$ cat src/rtl/datapath_defs.sv
// Shared datapath constants and clear-engine state encoding.
// Combinational-only definitions; no latency or backpressure of its own.
package datapath_defs;

  localparam int DEF_DATA_WIDTH = 64;
  localparam int DEF_ADDR_WIDTH = 5;
  localparam int DEF_ZERO_REG   = 31;

  typedef enum logic [1:0] {
    CLR_IDLE = 2'd0,
    CLR_RUN  = 2'd1,
    CLR_DONE = 2'd2
  } clr_state_t;

endpackage

$ cat src/rtl/regfile_bypass_clr_if.sv
// Decode/execute/writeback bundle for the register file: read addresses/data, write port, clear control.
// The register file takes the slave side; the surrounding pipeline takes the master side.
interface regfile_bypass_clr_if
  import datapath_defs::*;
#(
  parameter int DATA_WIDTH = DEF_DATA_WIDTH,
  parameter int ADDR_WIDTH = DEF_ADDR_WIDTH
);

  logic [ADDR_WIDTH-1:0] RA;
  logic [ADDR_WIDTH-1:0] RB;
  logic [DATA_WIDTH-1:0] BusA;
  logic [DATA_WIDTH-1:0] BusB;
  logic [ADDR_WIDTH-1:0] RW;
  logic [DATA_WIDTH-1:0] BusW;
  logic                  RegWr;
  logic                  ClearReq;
  logic                  ClearBusy;
  logic                  ClearDone;
  logic                  WrStall;

  modport master (
    output RA, RB, RW, BusW, RegWr, ClearReq,
    input  BusA, BusB, ClearBusy, ClearDone, WrStall
  );

  modport slave (
    input  RA, RB, RW, BusW, RegWr, ClearReq,
    output BusA, BusB, ClearBusy, ClearDone, WrStall
  );

endinterface

$ cat src/rtl/regfile_clear_fsm.sv
// Sequential clear engine: walks every entry once, one per cycle, then pulses done for one cycle.
// Takes DEPTH cycles in RUN; requests arriving while running are ignored.
module regfile_clear_fsm
  import datapath_defs::*;
#(
  parameter int ADDR_WIDTH = DEF_ADDR_WIDTH
) (
  input  logic                  Clk,
  input  logic                  Reset_n,
  input  logic                  ClearReq,
  output logic                  clr_en,
  output logic [ADDR_WIDTH-1:0] clr_addr,
  output logic                  ClearBusy,
  output logic                  ClearDone
);

  clr_state_t            state_q, state_d;
  logic [ADDR_WIDTH-1:0] cnt_q, cnt_d;

  always_ff @(posedge Clk or negedge Reset_n) begin
    if (!Reset_n) begin
      state_q <= CLR_IDLE;
      cnt_q   <= '0;
    end else begin
      state_q <= state_d;
      cnt_q   <= cnt_d;
    end
  end

  always_comb begin
    state_d = state_q;
    cnt_d   = cnt_q;
    case (state_q)
      CLR_IDLE: begin
        if (ClearReq) begin
          state_d = CLR_RUN;
          cnt_d   = '0;
        end
      end
      CLR_RUN: begin
        // Counter wraps to zero naturally after the last entry.
        cnt_d = cnt_q + ADDR_WIDTH'(1);
        if (cnt_q == '1) begin
          state_d = CLR_DONE;
        end
      end
      CLR_DONE: begin
        state_d = ClearReq ? CLR_RUN : CLR_IDLE;
        cnt_d   = '0;
      end
      default: begin
        state_d = CLR_IDLE;
        cnt_d   = '0;
      end
    endcase
  end

  assign clr_en    = (state_q == CLR_RUN);
  assign clr_addr  = cnt_q;
  assign ClearBusy = (state_q == CLR_RUN);
  assign ClearDone = (state_q == CLR_DONE);

endmodule

$ cat src/rtl/regfile_bypass_clr.sv
// Two-read/one-write register file with hard-zero entry, write-to-read bypass and a sequential clear engine.
// Reads are combinational, writes land one cycle later; the clear engine wins over the write port.
module regfile_bypass_clr
  import datapath_defs::*;
#(
  parameter int DATA_WIDTH = DEF_DATA_WIDTH,
  parameter int ADDR_WIDTH = DEF_ADDR_WIDTH,
  parameter int ZERO_REG   = DEF_ZERO_REG,
  parameter int BYPASS     = 1
) (
  input logic                Clk,
  input logic                Reset_n,
  regfile_bypass_clr_if.slave bus
);

  localparam int                    DEPTH = 2 ** ADDR_WIDTH;
  localparam logic [ADDR_WIDTH-1:0] ZR    = ADDR_WIDTH'(ZERO_REG);

  logic [DATA_WIDTH-1:0] mem [DEPTH];

  logic                  clr_en;
  logic [ADDR_WIDTH-1:0] clr_addr;
  logic                  clear_busy;
  logic                  clear_done;
  logic                  wr_stall;
  logic                  wr_commit;
  logic [DATA_WIDTH-1:0] rd_a;
  logic [DATA_WIDTH-1:0] rd_b;

  regfile_clear_fsm #(
    .ADDR_WIDTH (ADDR_WIDTH)
  ) u_clear_fsm (
    .Clk       (Clk),
    .Reset_n   (Reset_n),
    .ClearReq  (bus.ClearReq),
    .clr_en    (clr_en),
    .clr_addr  (clr_addr),
    .ClearBusy (clear_busy),
    .ClearDone (clear_done)
  );

  // A request cycle already stalls writes so the clear never races a late write.
  assign wr_stall  = bus.RegWr & (bus.ClearReq | clear_busy);
  assign wr_commit = bus.RegWr & ~wr_stall & (bus.RW != ZR);

  always_ff @(posedge Clk or negedge Reset_n) begin
    if (!Reset_n) begin
      for (int i = 0; i < DEPTH; i++) begin
        mem[i] <= '0;
      end
    end else if (clr_en) begin
      mem[clr_addr] <= '0;
    end else if (wr_commit) begin
      mem[bus.RW] <= bus.BusW;
    end
  end

  always_comb begin
    rd_a = mem[bus.RA];
    if ((BYPASS != 0) && wr_commit && (bus.RW == bus.RA)) begin
      rd_a = bus.BusW;
    end
    if (bus.RA == ZR) begin
      rd_a = '0;
    end
  end

  always_comb begin
    rd_b = mem[bus.RB];
    if ((BYPASS != 0) && wr_commit && (bus.RW == bus.RB)) begin
      rd_b = bus.BusW;
    end
    if (bus.RB == ZR) begin
      rd_b = '0;
    end
  end

  assign bus.BusA      = rd_a;
  assign bus.BusB      = rd_b;
  assign bus.WrStall   = wr_stall;
  assign bus.ClearBusy = clear_busy;
  assign bus.ClearDone = clear_done;

endmodule

$ cat src/flat_wrapper.sv
// flat-port wrapper written by rule: the top's interface ports become plain ports
module regfile_bypass_clr_flat import datapath_defs::*;
#(
  parameter int DATA_WIDTH = DEF_DATA_WIDTH,
  parameter int ADDR_WIDTH = DEF_ADDR_WIDTH,
  parameter int ZERO_REG   = DEF_ZERO_REG,
  parameter int BYPASS     = 1
)
  (Clk, Reset_n, bus_RA, bus_RB, bus_RW, bus_BusW, bus_RegWr, bus_ClearReq, bus_BusA, bus_BusB, bus_ClearBusy, bus_ClearDone, bus_WrStall);
  regfile_bypass_clr_if #(.DATA_WIDTH(DATA_WIDTH), .ADDR_WIDTH(ADDR_WIDTH)) bus_i ();
  input logic Clk;
  input logic Reset_n;
  input wire logic [$bits(bus_i.RA)-1:0] bus_RA;
  input wire logic [$bits(bus_i.RB)-1:0] bus_RB;
  input wire logic [$bits(bus_i.RW)-1:0] bus_RW;
  input wire logic [$bits(bus_i.BusW)-1:0] bus_BusW;
  input wire logic [$bits(bus_i.RegWr)-1:0] bus_RegWr;
  input wire logic [$bits(bus_i.ClearReq)-1:0] bus_ClearReq;
  output wire logic [$bits(bus_i.BusA)-1:0] bus_BusA;
  output wire logic [$bits(bus_i.BusB)-1:0] bus_BusB;
  output wire logic [$bits(bus_i.ClearBusy)-1:0] bus_ClearBusy;
  output wire logic [$bits(bus_i.ClearDone)-1:0] bus_ClearDone;
  output wire logic [$bits(bus_i.WrStall)-1:0] bus_WrStall;
  assign bus_i.RA = bus_RA;
  assign bus_i.RB = bus_RB;
  assign bus_i.RW = bus_RW;
  assign bus_i.BusW = bus_BusW;
  assign bus_i.RegWr = bus_RegWr;
  assign bus_i.ClearReq = bus_ClearReq;
  assign bus_BusA = bus_i.BusA;
  assign bus_BusB = bus_i.BusB;
  assign bus_ClearBusy = bus_i.ClearBusy;
  assign bus_ClearDone = bus_i.ClearDone;
  assign bus_WrStall = bus_i.WrStall;
  regfile_bypass_clr #(.DATA_WIDTH(DATA_WIDTH), .ADDR_WIDTH(ADDR_WIDTH), .ZERO_REG(ZERO_REG), .BYPASS(BYPASS)) u_core (.Clk(Clk), .Reset_n(Reset_n), .bus(bus_i));
endmodule
$ cat config.mk
export PLATFORM = sky130hd
export DESIGN_NAME = regfile_bypass_clr_flat
export DESIGN_NICKNAME = d
export VERILOG_FILES = /design/src/rtl/datapath_defs.sv /design/src/rtl/regfile_bypass_clr_if.sv /design/src/rtl/regfile_clear_fsm.sv /design/src/rtl/regfile_bypass_clr.sv /design/src/flat_wrapper.sv
export SDC_FILE = /design/constraint.sdc
export NUM_CORES = 2
export LEC_CHECK = 0
export CORE_MARGIN = 5
export CORE_UTILIZATION = 45
export CTS_CLUSTER_DIAMETER = 200
export DETAILED_ROUTE_END_ITERATION = 6
export DONT_BUFFER_PORTS = 1
export GPL_TIMING_DRIVEN = 0
export PLACE_DENSITY = 0.58
export SLEW_MARGIN = 5
export SYNTH_ARGS = -nofsm -noshare
export SYNTH_HDL_FRONTEND = slang
export SYNTH_SLANG_ARGS = --single-unit
$ cat constraint.sdc
create_clock -name Clk -period 3 [get_ports Clk]
set_input_delay 0.6 -clock Clk [delete_from_list [all_inputs] [get_ports Clk]]
set_output_delay 0.6 -clock Clk [all_outputs]
set_load 0.1 [all_outputs]
# Word-level counts from Yosys, hierarchy flattened
# Index checks and enable logic that the tools add are counted.
dict set report op_classes {
  eq_ne 10
  reduce_logical 7
  div_mod_pow 0
  shifts 0
  n_bitwise 11
  n_mul 0
  n_lt_le_gt_ge 6
  add_sub_neg 1
  mux 23
}
# cell count
set ops {}
lappend ops {{$mux 2048} 2}
lappend ops {{$and 2048x2048->2048} 1}
lappend ops {{$bwmux 2048} 1}
lappend ops {{$not 2048->2048} 1}
lappend ops {{$bmux 64 s5} 2}
lappend ops {{$demux 64 s5} 2}
lappend ops {{$mux 64} 10}
lappend ops {{$ge 6x6->1 const B} 4}
lappend ops {{$not 5->6} 4}
lappend ops {{$eq 5x5->1 const B} 3}
lappend ops {{$lt 6x1->1 const B} 2}
lappend ops {{$eq 5x5->1} 2}
lappend ops {{$pmux 5 s2} 1}
lappend ops {{$pmux 2 s3} 1}
lappend ops {{$add 5x1->5 const B} 1}
lappend ops {{$mux 5} 1}
lappend ops {{$ne 5x5->1 const B} 1}
lappend ops {{$logic_and 1x1->1} 4}
lappend ops {{$mux 2} 2}
lappend ops {{$ne 2x2->1 const B} 2}
lappend ops {{$and 1x1->1} 3}
lappend ops {{$eq 2x1->1 const B} 1}
lappend ops {{$eq 2x2->1 const B} 1}
lappend ops {{$logic_not 2->1} 1}
lappend ops {{other kinds (5)} 5}
dict set report totals {
  output_inout_bits 131
  mem_bits_ro 0
  memories 0
  wordCells 92
  ramBits 0
  register_bits 2055
  latch_bits 0
  in_bits 83
}

# Logic depth before layout (Yosys ltp)
dict set report depth {
  depth_word 9
  ltp_mapped 10
  mapped_depth_nobuf 6
}

# Cells and area by module
# A second synthesis with hierarchy kept.
dict set report unflattened {
  hier_cells 7720
  area_unflattened_um2 105617.5
}
# mod n_inst area_per_inst_um2 cells_per_inst seq_area_each_um2
set by_module_without_submodules {}
lappend by_module_without_submodules {regfile_bypass_clr 1 105269.7 7687 51249.2}
lappend by_module_without_submodules {regfile_clear_fsm 1 347.8 33 175.2}

# Worst setup path before layout
# Ideal clock, no wire load.
dict set report synth_timing {
  path_type {input port to output port}
  from {input port bus_RB[0]}
  to {output port bus_BusB[12]}
  t_arrival_ps 4202
  slack_ps -1802
  n_path_buf 5
  required_time_ps 2400
  path_stages 9
  cell_sequence {buf_2 buf_2 buf_4 buf_2 buf_4 o22ai_1 a211oi_1 a211oi_1 o31ai_1}
}
dict set report synth_between {
  elab_chain_len 6
  elab_cells_between_ends 9
  classes_between {eq/ne (2); mux (5); bitwise (1); reduce/logical (1)}
}
# item line
set synth_rtl {}
lappend synth_rtl {{from (decl)} flat_wrapper.sv:14} ;# input wire logic [$bits(bus_i.RB)-1:0] bus_RB;
lappend synth_rtl {{$not 5->6 (not written as such)} regfile_bypass_clr.sv:69} ;# rd_b = mem[bus.RB];
lappend synth_rtl {{$bmux 64 s5} regfile_bypass_clr.sv:69}
lappend synth_rtl {{$mux 64 (not written as such) (2 in series)} regfile_bypass_clr.sv:69}
lappend synth_rtl {{$mux 64} regfile_bypass_clr.sv:70} ;# if ((BYPASS != 0) && wr_commit && (bus.RW == bus.RB)) begin
lappend synth_rtl {{$mux 64 (*)} regfile_bypass_clr.sv:73} ;# if (bus.RB == ZR) begin
lappend synth_rtl {{to (decl)} flat_wrapper.sv:20} ;# output wire logic [$bits(bus_i.BusB)-1:0] bus_BusB;
# Every way passes the cells marked *; elsewhere a longest branch is shown, timed or not. The select of a mux whose other input is x is not followed.

# Worst setup path after layout
dict set report layout_timing {
  from {register u_core.mem[1278] (netlist bit)}
  to {output port bus_BusA[62]}
}
dict set report layout_between {
  elab_chain_len 5
}
# item line
set layout_rtl {}
lappend layout_rtl {{from (decl)} regfile_bypass_clr.sv:19} ;# logic [DATA_WIDTH-1:0] mem [DEPTH];
lappend layout_rtl {{from (signal, indexed assignment)} regfile_bypass_clr.sv:54} ;# mem[bus.RW] <= bus.BusW;
lappend layout_rtl {{$bmux 64 s5} regfile_bypass_clr.sv:59} ;# rd_a = mem[bus.RA];
lappend layout_rtl {{$mux 64 (not written as such) (2 in series)} regfile_bypass_clr.sv:59}
lappend layout_rtl {{$mux 64} regfile_bypass_clr.sv:60} ;# if ((BYPASS != 0) && wr_commit && (bus.RW == bus.RA)) begin
lappend layout_rtl {{$mux 64} regfile_bypass_clr.sv:63} ;# if (bus.RA == ZR) begin
lappend layout_rtl {{to (decl)} flat_wrapper.sv:19} ;# output wire logic [$bits(bus_i.BusA)-1:0] bus_BusA;
# Every way passes these cells. The select of a mux whose other input is x is not followed.

==> impl_metrics.ini <==
[logic_synthesis]
yosysTopAreaCell = dfrtp_1
synth_area_sq_mm = 0.109
synth.distinct_cells = 50
synth.top_cell.area_share = 0.473
synth_edf_count = 0
yosys_warnings = 0
synth_area_per_cell_sq_um = 12.6
synthTopCellsByArea = dfrtp_1, a22o_1, mux4_2, mux2i_1, buf_2
ys_ff_latch = 2055
netlist_instances = 8635
synth_ff_type = dfrtp_1
seq_area_frac_synth = 0.473
ys_async_sr_fraction = 1.00
synth_fp_nets = 8723

[min_path]
min_path_type = in -> reg
hold_path_end = u_core.mem[2006]
hold_start = bus_BusW[22]
whs_path_depth = 2

[placed_design]
place_congestion = 1.03
pre_cts_ws_ns = -2.48
dp_hpwl_mm = 437
port_buffers = 0

[drt]
drc_errors = 56
wirelength_mm = 614
first_pass_iters = 7
wire_per_inst_microns = 49.1
vias = 95600
drt_iter0_markers = 15100
detail_route.vias_per_cell = 7.64
ant_nets = 0

[critical_path]
end_kind = output port
crit_path_max_fanout = 3
r2r_slack_ns = -0.45
reg2reg_depth = 7
critical_path_class = reg -> out
start_kind = flop
cp.arrival_ns = 3.57
crit-reg2reg-launch = u_core.u_clear_fsm.state_q[0]
regToRegEndpoint = u_core.mem[86]
crit_required_ns = 2.40

[floorplanning]
dieWidth_microns = 501
initial_core_util = 0.452
design.core.area_sq_mm = 0.240
die_y_microns = 501
fp-row-count = 180
die_area_sq_mm = 0.251
ios = 214

[power_and_ir_drop]
clkPwrFrac = 0.414
combPwrFrac = 0.200
p_leak_nw = 59.0
p_sw_frac = 0.329
p_int_mw = 49.8
sequentialPowerShare = 0.386
pwr_density_cell_mw_per_mm2 = 568
ir_drop_mv = 0.651
switchingPower_mw = 24.4

[clock_tree]
cts_buffers = 229
cts.path.max_buffers = 3
cts_tree = built
h-tree-depth = 4
clk_pin_slew_ns = 0.07
cts_root_buf = clkbuf_16
clk_latency_ns = 0.93
cts.sinks = 2055

[final_layout]
n_fill_cell = 20000
final_common_cell = a22o_1
drive_above_1_share = 0.263
area_growth_pct = 20.4
fin_util = 0.544
finalNetCount = 9087
final_cell_mix = a22o_1, dfrtp_1, mux2i_1

[timing]
drv_slew = 0
min_period_over_period = 1.39
fin_skew_ns = 0.0434
tns_ns = -225.99
setup_ws_ns = -1.17
max-slew-margin-rel = 0.00392
finalHoldViolations = 0
fin_crit_ns = 4.17
whs_ns = 0.133
rsz0062_at_grt = true
setup_viol_count_final = 1136
fmax_mhz = 240
worst_slew_pin_slew_ns = 1.50

[grt]
overflow = 0
antenna_found_initial = 94
grt_usage = 0.475
grt_first_pass_wirelength_mm = 815
grt_pass1_vias = 93000
grt_start_max_net_pins = 211

[job]
cap_violations = 4

[status]
violations = DRC, capacitance limit, setup timing
status = finished, violations left
## worst max-delay path, stage by stage, from the launching register on
cell	delay, ns
dfrtp_1	0.39
nor2b_1	0.17
a2111oi_0	0.13
a311oi_2	0.49
a311oi_2	0.27
o31ai_4	1.18
## how the worst max path moves through the flow
stage,to,from,slack (ns),cells after the start
final,bus_BusA[62],u_core.mem[1278],-1.17,5
after global routing,bus_BusA[49],u_core.u_clear_fsm.state_q[1],-1.05,8
after CTS,bus_BusA[7],u_core.u_clear_fsm.state_q[1],-1.07,8
after detailed placement,bus_BusB[8],bus_RB[4],-2.48,5
after global placement,bus_BusB[6],bus_RB[2],-3.14,7
after floorplan,bus_BusB[53],bus_RB[0],-0.21,8
## what timing repair did
action                     4_1_cts  5_1_grt
setup endpoints to repair     2280     2601
setup buffers                   58       18
hold endpoints to repair       377        5
gates resized for setup        729      155
hold buffers                     5        1
cloned                           4        9
pin swaps                      104       74
## layout make-up
type | instances | area [sq um] | area share
multi-input cells | 5385 | 55500 | 0.424
flip-flops and latches | 2055 | 51400 | 0.393
repair buffers | 147 | 2520 | 0.0193
inverters | 6 | 25.0 | 0.000191
plain buffers | 1175 | 9000 | 0.0688
clock inverters | 89 | 1080 | 0.00826
well taps | 3185 | 3990 | 0.0305
diodes | 140 | 350 | 0.00268
clock buffers | 338 | 6940 | 0.0530
## cells by family after synthesis
logic type | Yosys count | share of synthesized area
adders and majority gates | 5 | 0.000576
and+or+nand+nor | 661 | 0.0295
DFF | 2055 | 0.473
muxes | 1665 | 0.213
buffers and inverters | 1195 | 0.0515
AOI/OAI and AO/OA | 3044 | 0.231
xor gates and xnor gates | 10 | 0.000806
## synthesized netlist by cell type (all sizes together) (2+ instances only)
library cell	count
a2111oi	4
a211o	54
a211oi	144
a21oi	264
a22o	2056
a22oi	55
a311oi	76
a31oi	4
a32o	2
and2	71
and3	5
buf	675
clkbuf	514
dfrtp	2055
ha	5
inv	6
mux2	72
mux2i	1079
mux4	514
nand2	188
nand2b	3
nand3	140
nand3b	7
nand4	55
nor2	139
nor2b	14
nor3	35
o211a	54
o21ai	2
o221ai	72
o22ai	127
o31ai	128
xnor2	6
xor2	4
## routing by layer
metal,share of wire,track usage,vias to the layer above
li1,-,-,35300
met2,0.41,0.656,8316
met1,0.34,0.547,49500
met3,0.15,0.245,2457
met5,0.0032,0.0615,-
met4,0.097,0.377,61
## power groups by stage
stage | clock network, mW | logic, mW | registers, mW
after floorplan | 0 | 6.95 | 29.0
after global placement | 0 | 12.0 | 29.1
after detailed placement | 0 | 13.3 | 29.1
after CTS | 30.5 | 13.9 | 28.6
after global routing | 31.6 | 14.6 | 28.7
final | 30.7 | 14.9 | 28.7
## state kept, by name, indices dropped and copies added (netlist names)
name and cells:
u_core.mem 2048, u_core.u_clear_fsm.state_q 2, u_core.u_clear_fsm.clr_addr 5
## per-stage QoR
stage / cells / instance area [sq um] / total power [mW]
global placement: 11800 / 116000 / 41.1
floorplan: 8635 / 112000 / 35.9
detailed placement: 11900 / 118000 / 42.4
finish: 12500 / 131000 / 74.2
CTS: 12400 / 129000 / 73.1
global route: 12500 / 131000 / 74.9
Note: power is estimated with default switching activity, not from simulation.
